[src/rtl/pwm_capture_if.sv]
// pwm_capture_if: valid/ready word channel out of the PWM capture block.
//   data_out   [15:8] direction code, [7:0] speed code
//   data_valid data_out holds a word the consumer has not taken yet
//   data_rdy   consumer takes data_out on a cycle where data_valid is high
// master = the capture block (producer), slave = the consumer.
interface pwm_capture_if;
  logic [15:0] data_out;
  logic        data_valid;
  logic        data_rdy;

  modport master (output data_out, output data_valid, input data_rdy);
  modport slave  (input data_out, input data_valid, output data_rdy);
endinterface

[src/rtl/pwm_capture.sv]
// pwm_capture: measures the high-time of the speed and direction PWM inputs,
// converts each to an 8-bit code and offers the pair as one 16-bit word.
// Ports:
//   clk      single clock
//   rst      asynchronous, active-low reset
//   spd_in   speed PWM pin (asynchronous to clk)
//   dir_in   direction PWM pin (asynchronous to clk)
//   bus      word handshake (data_out / data_valid / data_rdy)
//   sig_lost at least one channel has seen no edge for TIMEOUT_TICKS
//   overrun  one-cycle pulse when a completed pair is overwritten
//
// Channel FSM (index 0 = speed, 1 = direction):
//   state   | meaning
//   IDLE    | not measuring; waits for a rising edge
//   HIGH    | pulse in progress; count = ticks high so far
//   LOW     | between pulses; count = ticks low so far
module pwm_capture #(
  parameter int CNT_W         = 16,
  parameter int MIN_TICKS     = 400,
  parameter int SHIFT         = 1,
  parameter int TIMEOUT_TICKS = 16000
) (
  input  logic               clk,
  input  logic               rst,
  input  logic               spd_in,
  input  logic               dir_in,
  pwm_capture_if.master      bus,
  output logic               sig_lost,
  output logic               overrun
);

  typedef enum logic [1:0] {ST_IDLE, ST_HIGH, ST_LOW} state_t;

  localparam logic [CNT_W-1:0] MIN_C   = CNT_W'(MIN_TICKS);
  localparam logic [CNT_W-1:0] TO_C    = CNT_W'(TIMEOUT_TICKS);
  localparam logic [CNT_W-1:0] ONE_C   = CNT_W'(1);
  localparam logic [CNT_W-1:0] SAT_C   = {CNT_W{1'b1}};
  localparam logic [CNT_W-1:0] CODE_MX = CNT_W'(255);

  logic [1:0]       w_pin;
  logic [1:0]       r_sync1, r_sync2, r_prev;
  logic [1:0]       r_warm;
  logic             w_armed;
  logic [1:0]       w_rise, w_fall, w_latch;
  state_t           r_state [2];
  logic [CNT_W-1:0] r_count [2];
  logic [CNT_W-1:0] r_width [2];
  logic [1:0]       r_new, r_lost;
  logic [7:0]       w_code [2];
  logic             w_load, w_ovr;
  logic             r_overrun;

  function automatic logic [7:0] f_code(input logic [CNT_W-1:0] width);
    logic [CNT_W-1:0] excess;
    excess = (width - MIN_C) >> SHIFT;
    if (width < MIN_C)        return 8'h00;
    else if (excess > CODE_MX) return 8'hFF;
    else                       return excess[7:0];
  endfunction

  assign w_pin = {dir_in, spd_in};

  always_ff @(posedge clk or negedge rst) begin
    if (!rst) begin
      r_sync1 <= '0;
      r_sync2 <= '0;
      r_prev  <= '0;
      r_warm  <= '0;
    end else begin
      r_sync1 <= w_pin;
      r_sync2 <= r_sync1;
      r_prev  <= r_sync2;
      if (!w_armed) r_warm <= r_warm + 2'd1;
    end
  end

  // The edge pipe restarts from zeros after reset; a pin already high at
  // release would otherwise look like a fresh rising edge. Edges are ignored
  // until the pipe holds only post-reset samples.
  assign w_armed = (r_warm == 2'd3);
  assign w_rise  = r_sync2 & ~r_prev & {2{w_armed}};
  assign w_fall  = ~r_sync2 & r_prev & {2{w_armed}};

  always_comb begin
    w_latch = '0;
    for (int c = 0; c < 2; c++) begin
      w_latch[c] = (r_state[c] == ST_HIGH) && w_fall[c];
      w_code[c]  = f_code(r_width[c]);
    end
  end

  always_ff @(posedge clk or negedge rst) begin
    if (!rst) begin
      for (int c = 0; c < 2; c++) begin
        r_state[c] <= ST_IDLE;
        r_count[c] <= '0;
        r_width[c] <= '0;
      end
      r_lost <= '0;
    end else begin
      for (int c = 0; c < 2; c++) begin
        case (r_state[c])
          ST_IDLE: begin
            r_count[c] <= '0;
            if (w_rise[c]) begin
              r_state[c] <= ST_HIGH;
              r_count[c] <= ONE_C;
            end
          end
          ST_HIGH: begin
            if (w_fall[c]) begin
              r_width[c] <= r_count[c];
              r_lost[c]  <= 1'b0;
              r_state[c] <= ST_LOW;
              r_count[c] <= ONE_C;
            end else if (r_count[c] == TO_C) begin
              r_lost[c]  <= 1'b1;
              r_state[c] <= ST_IDLE;
              r_count[c] <= '0;
            end else begin
              r_count[c] <= (r_count[c] == SAT_C) ? r_count[c] : r_count[c] + ONE_C;
            end
          end
          ST_LOW: begin
            if (w_rise[c]) begin
              r_state[c] <= ST_HIGH;
              r_count[c] <= ONE_C;
            end else if (r_count[c] == TO_C) begin
              r_lost[c]  <= 1'b1;
              r_state[c] <= ST_IDLE;
              r_count[c] <= '0;
            end else begin
              r_count[c] <= (r_count[c] == SAT_C) ? r_count[c] : r_count[c] + ONE_C;
            end
          end
          default: begin
            r_state[c] <= ST_IDLE;
            r_count[c] <= '0;
          end
        endcase
      end
    end
  end

  assign w_load = r_new[0] & r_new[1] & (~bus.data_valid | bus.data_rdy);
  assign w_ovr  = r_new[0] & r_new[1] & bus.data_valid & ~bus.data_rdy & (|w_latch);

  always_ff @(posedge clk or negedge rst) begin
    if (!rst) begin
      bus.data_out   <= '0;
      bus.data_valid <= 1'b0;
      r_new          <= '0;
      r_overrun      <= 1'b0;
    end else begin
      r_overrun <= w_ovr;
      if (w_load) begin
        bus.data_out   <= {w_code[1], w_code[0]};
        bus.data_valid <= 1'b1;
      end else if (bus.data_valid && bus.data_rdy) begin
        bus.data_valid <= 1'b0;
      end
      // A width latched in the load cycle belongs to the next pair.
      for (int c = 0; c < 2; c++) begin
        if (w_latch[c])  r_new[c] <= 1'b1;
        else if (w_load) r_new[c] <= 1'b0;
      end
    end
  end

  assign sig_lost = |r_lost;
  assign overrun  = r_overrun;

endmodule

[src/flat_wrapper.sv]
// flat-port wrapper written by rule: the top's interface ports become plain ports
module pwm_capture_flat 
#(
  parameter int CNT_W         = 16,
  parameter int MIN_TICKS     = 400,
  parameter int SHIFT         = 1,
  parameter int TIMEOUT_TICKS = 16000
)
  (clk, rst, spd_in, dir_in, sig_lost, overrun, bus_data_out, bus_data_valid, bus_data_rdy);
  pwm_capture_if bus_i ();
  input  logic clk;
  input  logic rst;
  input  logic spd_in;
  input  logic dir_in;
  output logic sig_lost;
  output logic overrun;
  output wire logic [$bits(bus_i.data_out)-1:0] bus_data_out;
  output wire logic [$bits(bus_i.data_valid)-1:0] bus_data_valid;
  input wire logic [$bits(bus_i.data_rdy)-1:0] bus_data_rdy;
  assign bus_data_out = bus_i.data_out;
  assign bus_data_valid = bus_i.data_valid;
  assign bus_i.data_rdy = bus_data_rdy;
  pwm_capture #(.CNT_W(CNT_W), .MIN_TICKS(MIN_TICKS), .SHIFT(SHIFT), .TIMEOUT_TICKS(TIMEOUT_TICKS)) u_core (.clk(clk), .rst(rst), .spd_in(spd_in), .dir_in(dir_in), .bus(bus_i), .sig_lost(sig_lost), .overrun(overrun));
endmodule
[config.mk]
export PLATFORM = sky130hd
export DESIGN_NAME = pwm_capture_flat
export DESIGN_NICKNAME = d
export VERILOG_FILES = /design/src/rtl/pwm_capture_if.sv /design/src/rtl/pwm_capture.sv /design/src/flat_wrapper.sv
export SDC_FILE = /design/constraint.sdc
export NUM_CORES = 1
export LEC_CHECK = 0
export BUFFER_PORTS_ARGS = -buffer_cell sky130_fd_sc_hd__buf_4
export CAP_MARGIN = 0
export CORE_MARGIN = 5
export CORE_UTILIZATION = 66
export DETAILED_ROUTE_END_ITERATION = 8
export PLACE_DENSITY = 0.85
export SYNTH_ARGS = -nofsm -noshare
export SYNTH_HDL_FRONTEND = slang
export SYNTH_SLANG_ARGS = --single-unit
[constraint.sdc]
create_clock -name clk -period 5 [get_ports clk]
set_clock_uncertainty 0.05 [all_clocks]
set_input_delay 0.75 -clock clk [delete_from_list [all_inputs] [get_ports clk]]
set_output_delay 0.75 -clock clk [all_outputs]
set_load 0.005 [all_outputs]
Word-level counts from Yosys, hierarchy flattened
Index checks and enable logic that the tools add are counted.
- bits in registers: 98
- latch bits: 0
- RAM bits: 0
- bits in read-only memories: 0
- input port bits: 5
- output and inout port bits: 19
- word-level logic and storage cells: 108
- memories kept: 0
- add/sub/neg operators: 5
- multipliers: 0
- divide/modulo/power cells: 0
- $lt $le $gt $ge: 4
- eq/ne operators: 13
- shift-type cells: 0
- multiplexer cells: 39
- bitwise operators: 14
- reduce and logical (&&, ||, !) cells: 16
- operators by type and width (kind ; number):
    $mux 16 ; 8
    $pmux 16 s3 ; 2
    $add 16x1->16 const B ; 2
    $eq 16x14->1 const B ; 2
    $eq 16x16->1 const B ; 2
    $lt 16x9->1 const B ; 2
    $mux 8 ; 4
    $sub 16x9->16 const B ; 2
    $gt 15x8->1 const B ; 2
    $mux 2 ; 8
    $mux 1 ; 13
    $pmux 2 s3 ; 2
    $reduce_bool 2->1 ; 5
    $and 2x2->2 ; 4
    $reduce_and 2->1 ; 4
    $eq 2x2->1 const B ; 3
    $and 1x1->1 ; 5
    $eq 2x1->1 const B ; 2
    $logic_not 2->1 ; 2
    $ne 2x1->1 const B ; 2
    $ne 2x2->1 const B ; 2
    $not 2->2 ; 2
    $pmux 1 s2 ; 2
    $reduce_or 2->1 ; 2
    other kinds (4) ; 7

Longest topological paths before layout
- depth in word-level cells: 6
- gate-level depth with buffers: 8
- gate-level depth less buffers: 7

Worst setup path after synthesis
No wires, ideal clock.
- path kind: in2reg
- start point: in bus_data_rdy
- end point: reg u_core.bus.data_out[0]
- library setup time: 151 ps
- arrival time: 1825 ps
- setup slack: 2974 ps
- stages on the path: 6
- buffers on the path: 1
- cells stage by stage: nand2b_1 -> nor2b_1 -> buf_2 -> nand3_1 -> nor4_4 -> a211oi_1
- longest elaborated chain between the ends: 2
- RTL lines (what ; RTL line ; text):
    start, declared ; flat_wrapper.sv:19 ; input wire logic [$bits(bus_i.data_rdy)-1:0] bus_data_rdy;
    $or 1x1->1 ; pwm_capture.sv:145 ; assign w_load = r_new[0] & r_new[1] & (~bus.data_valid | bus.data_rdy);
    $and 1x1->1 ; pwm_capture.sv:145 ;
    end signal, assigned ; pwm_capture.sv:157 ; bus.data_out <= {w_code[1], w_code[0]};
    end, declared ; pwm_capture_if.sv:11 ; modport master (output data_out, output data_valid, input data_rdy);
Every way passes these cells.
A chain may end at the register's enable or synchronous reset.

Worst setup path in the final report
- start point: in bus_data_rdy
- end point: reg u_core.bus.data_out[4]
The elaborated chain is that of the path after synthesis.

==> impl_metrics.yaml <==
synthesis:
  synth_seq_area_share: 0.495
  netlist_area_um2: 4850
  synthMuxAreaShare: 0.0640
  synth_adder_area_share: 0.0232
  synth-main-ff-cell: "dfrtp_1"
  synth_seq_cells: 96
  synth_top_area_frac: 0.495
  synthCells: 474
  yosysWarningCount: 0
  syn_area_per_cell_um2: 10.2
  synth-compound-area-share: 0.128
  ys_async_sr_fraction: 1.00
  synth-simple-area-share: 0.209
  synth_top_cell_by_area: "dfrtp_1"
  yosys.cell_types.count: 65
  synth_edf_count: 0
  synth.area.top_cells: "dfrtp_1, mux2_2, nor2_1, xnor2_1, nand2_1"
  syn-num-nets: 488
  synth_xor_area_frac: 0.0470
  synth_top_family_by_area: "simple AND/OR/NAND/NOR gates"
clocking:
  numCtsBuffers: 9
  cts_max_level: 3
  cts_tree: "yes"
  cts_root_buf: "clkbuf_8"
  cts_sinks: 96
  cts.path.max_buffers: 2
  clock_latency_ns: 0.36
  cts_resized: 0
  cts_hold_buf: 0
  cts_setup_buffers: 0
  clkTransAtPathRegs_ns: 0.09
sta:
  post-route-period-util: 0.480
  fmax_mhz: 417
  relSlewSlack: 0.281
  maxSlewViolCount: 0
  period_needed_ns: 2.40
  setup_slack_ns: 2.60
  setup_viol: 0
  rsz0062_at_grt: "false"
  worst_pin_slew_ns: 1.07
  setup_tns_ns: 0
  hold_viol_final: 0
hold_path:
  holdPathStages: 0
  hp-class: "flip-flop to flip-flop"
setup_path:
  end_kind: "flip-flop"
  critPathMaxFanout: 10
  path_delay_family: "simple AND/OR/NAND/NOR gates"
  crit_slowest_cell: "nor2b_1"
  criticalPathCategory: "input pin to flip-flop"
  worst-path-stages: 7
  required_ns: 5.16
  path_cells: "buf_4 -> nand2b_1 -> nor2b_1 -> buf_4 -> nand3_1 -> nor4_4 -> a31oi_1"
  critPathMaxStageDelay_ns: 0.53
  crit_buf_inv: 2
  startpoint_type: "input pin"
  crit_top_cell: "buf_4"
  arrival_ns: 2.56
  worstRegToRegCells: 6
place:
  dp_cells: 582
  portBuffers: 23
  post-place-ws_ns: 2.19
  post-dp-hpwl_um: 6760
  placed_area_um2: 5070
  gp_congestion: 0.878
global_routing:
  grt_pass1_vias: 3517
  antenna_found_initial: 0
  grt_pass1_wl_um: 16700
  grt_max_degree: 51
  overflow: 0
  grtUsageTotal: 0.232
route:
  first_pass_iters: 4
  ant_nets: 0
  wl_um: 9570
  drt_iter0_markers: 213
  routedWlPerCell_um: 16.0
  drc: 0
  viasPerCell: 6.04
  via_count: 3610
power_and_ir_drop:
  power.density_nw_per_um2: 398
  p_sw_mw: 0.682
  p_sw_frac: 0.326
  leakage_nw: 2.30
  pwr-share-seq: 0.474
  vdd_ir_drop_max_uv: 236
  pwr-share-clk: 0.242
  intPower_mw: 1.41
  combPwrFrac: 0.283
floorplanning:
  io_pins: 24
  die_w_um: 95.7
  core-area_um2: 7210
  floorplan.initialDensity: 0.672
  num_rows: 31
  die-area_um2: 9160
  dieHeight_um: 95.7
layout:
  stdcell_area_um2: 5270
  nets: 508
  stdcell_count: 598
  diodes: 0
  area_delta_synth_final_pct: 8.62
  drive_gt1_frac: 0.164
  utilization: 0.730
  fillers: 508
status:
  status: "finished clean"
run:
  drv_cap: 0
-- cells by family after synthesis --
kind of cell,after synthesis
xor+xnor,26
compound gates,91
mux,28
buf+inv,35
simple gates,189
fa+ha+maj,9
flops,96
-- Yosys cell counts (3+ instances only) --
library cell   n
a21oi_1       22
nand2_1       37
mux2i_1        4
clkbuf_1       3
dfrtp_1       96
a311oi_1       7
a211oi_1      13
buf_2          8
nor2b_1        3
nor4b_1        3
inv_1         18
nand2b_1       9
nor3b_1        4
and3_1         9
or3_1          3
ha_1           9
o21bai_1       6
o21ai_0       17
mux2_2        24
a31oi_1        5
nor3_1        10
xnor2_1       22
and4_1         4
nand4_1        8
nor3_2         4
xor2_1         4
nand3_1       17
nor2_1        57
nor4_1         3
-- worst reg2reg max path: cells and delay by family (launching register included) --
family,cells,cell delay [ns]
flops,1,0.39
buf+inv,1,0.27
simple gates,4,1.26
compound gates,1,0.17
-- final timing paths --
path / startpoint / to / slack, ns
max: bus_data_rdy / u_core.bus.data_out[4] / 2.60
max reg2reg: u_core.bus.data_valid / u_core.bus.data_out[4] / 2.71
max in group asynchronous: rst / u_core.r_count[20] / 3.55
min: u_core.r_sync1[0] / u_core.r_sync2[0] / 0.31
min reg2reg: u_core.r_sync1[0] / u_core.r_sync2[0] / 0.31
min in group asynchronous: rst / u_core.r_width[13] / 0.33
-- cells in the final DEF (no fill, tap or decap), drive strengths merged, types with 4 or more instances in the layout --
cell	n
xnor2	22
nor3b	4
inv	21
and4	4
nand4	8
o21bai	6
nor4b	4
ha	9
nor3	14
a211oi	14
a311oi	7
mux2	24
a21oi	22
o21ai	18
nand2	38
nor2	57
mux2i	4
clkbuf	10
and3	9
dfrtp	96
nand3	18
a31oi	5
nand2b	9
nor4	5
xor2	4
buf	26
-- flip-flops by register name (all words and copies together), names as in the netlist --
name	flops
u_core.bus.data_out	16
u_core.bus.data_valid	1
u_core.overrun	1
u_core.r_count	32
u_core.r_lost	2
u_core.r_new	2
u_core.r_prev	2
u_core.r_state	4
u_core.r_sync1	2
u_core.r_sync2	2
u_core.r_warm	2
u_core.r_width	30
-- layout make-up --
cell class,count,area [um^2],share of cell area
clock inverters,6,66.3,0.0126
repair buffers,26,195,0.0371
well taps,99,124,0.0235
multi-input cells,343,2280,0.434
inverters,18,67.6,0.0128
clock buffers,10,128,0.0242
flip-flops and latches,96,2400,0.456
-- power groups by stage --
stage	combinational [mW]	sequential, mW	clock, mW
after floorplan	0.389	0.994	0
after global placement	0.565	0.996	0
after detailed placement	0.594	1.01	0
after CTS	0.601	0.992	0.513
after global routing	0.664	1.01	0.547
final	0.594	0.993	0.508
-- metal layers --
metal  routed length, um  track usage
met5                   0            0
met4                 138       0.0794
met3                 393       0.0344
met2                4510        0.365
met1                4530        0.332
-- per-stage QoR --
| stage | hold slack [ns] | total power, mW |
|---|---|---|
| 2_1_floorplan | 0.281 | 1.38 |
| 3_3_place_gp | 0.284 | 1.56 |
| 3_5_place_dp | 0.292 | 1.60 |
| 4_1_cts | 0.311 | 2.11 |
| 5_1_grt | 0.325 | 2.22 |
| 6_report | 0.311 | 2.09 |
Power figures use the tool's default switching activity.
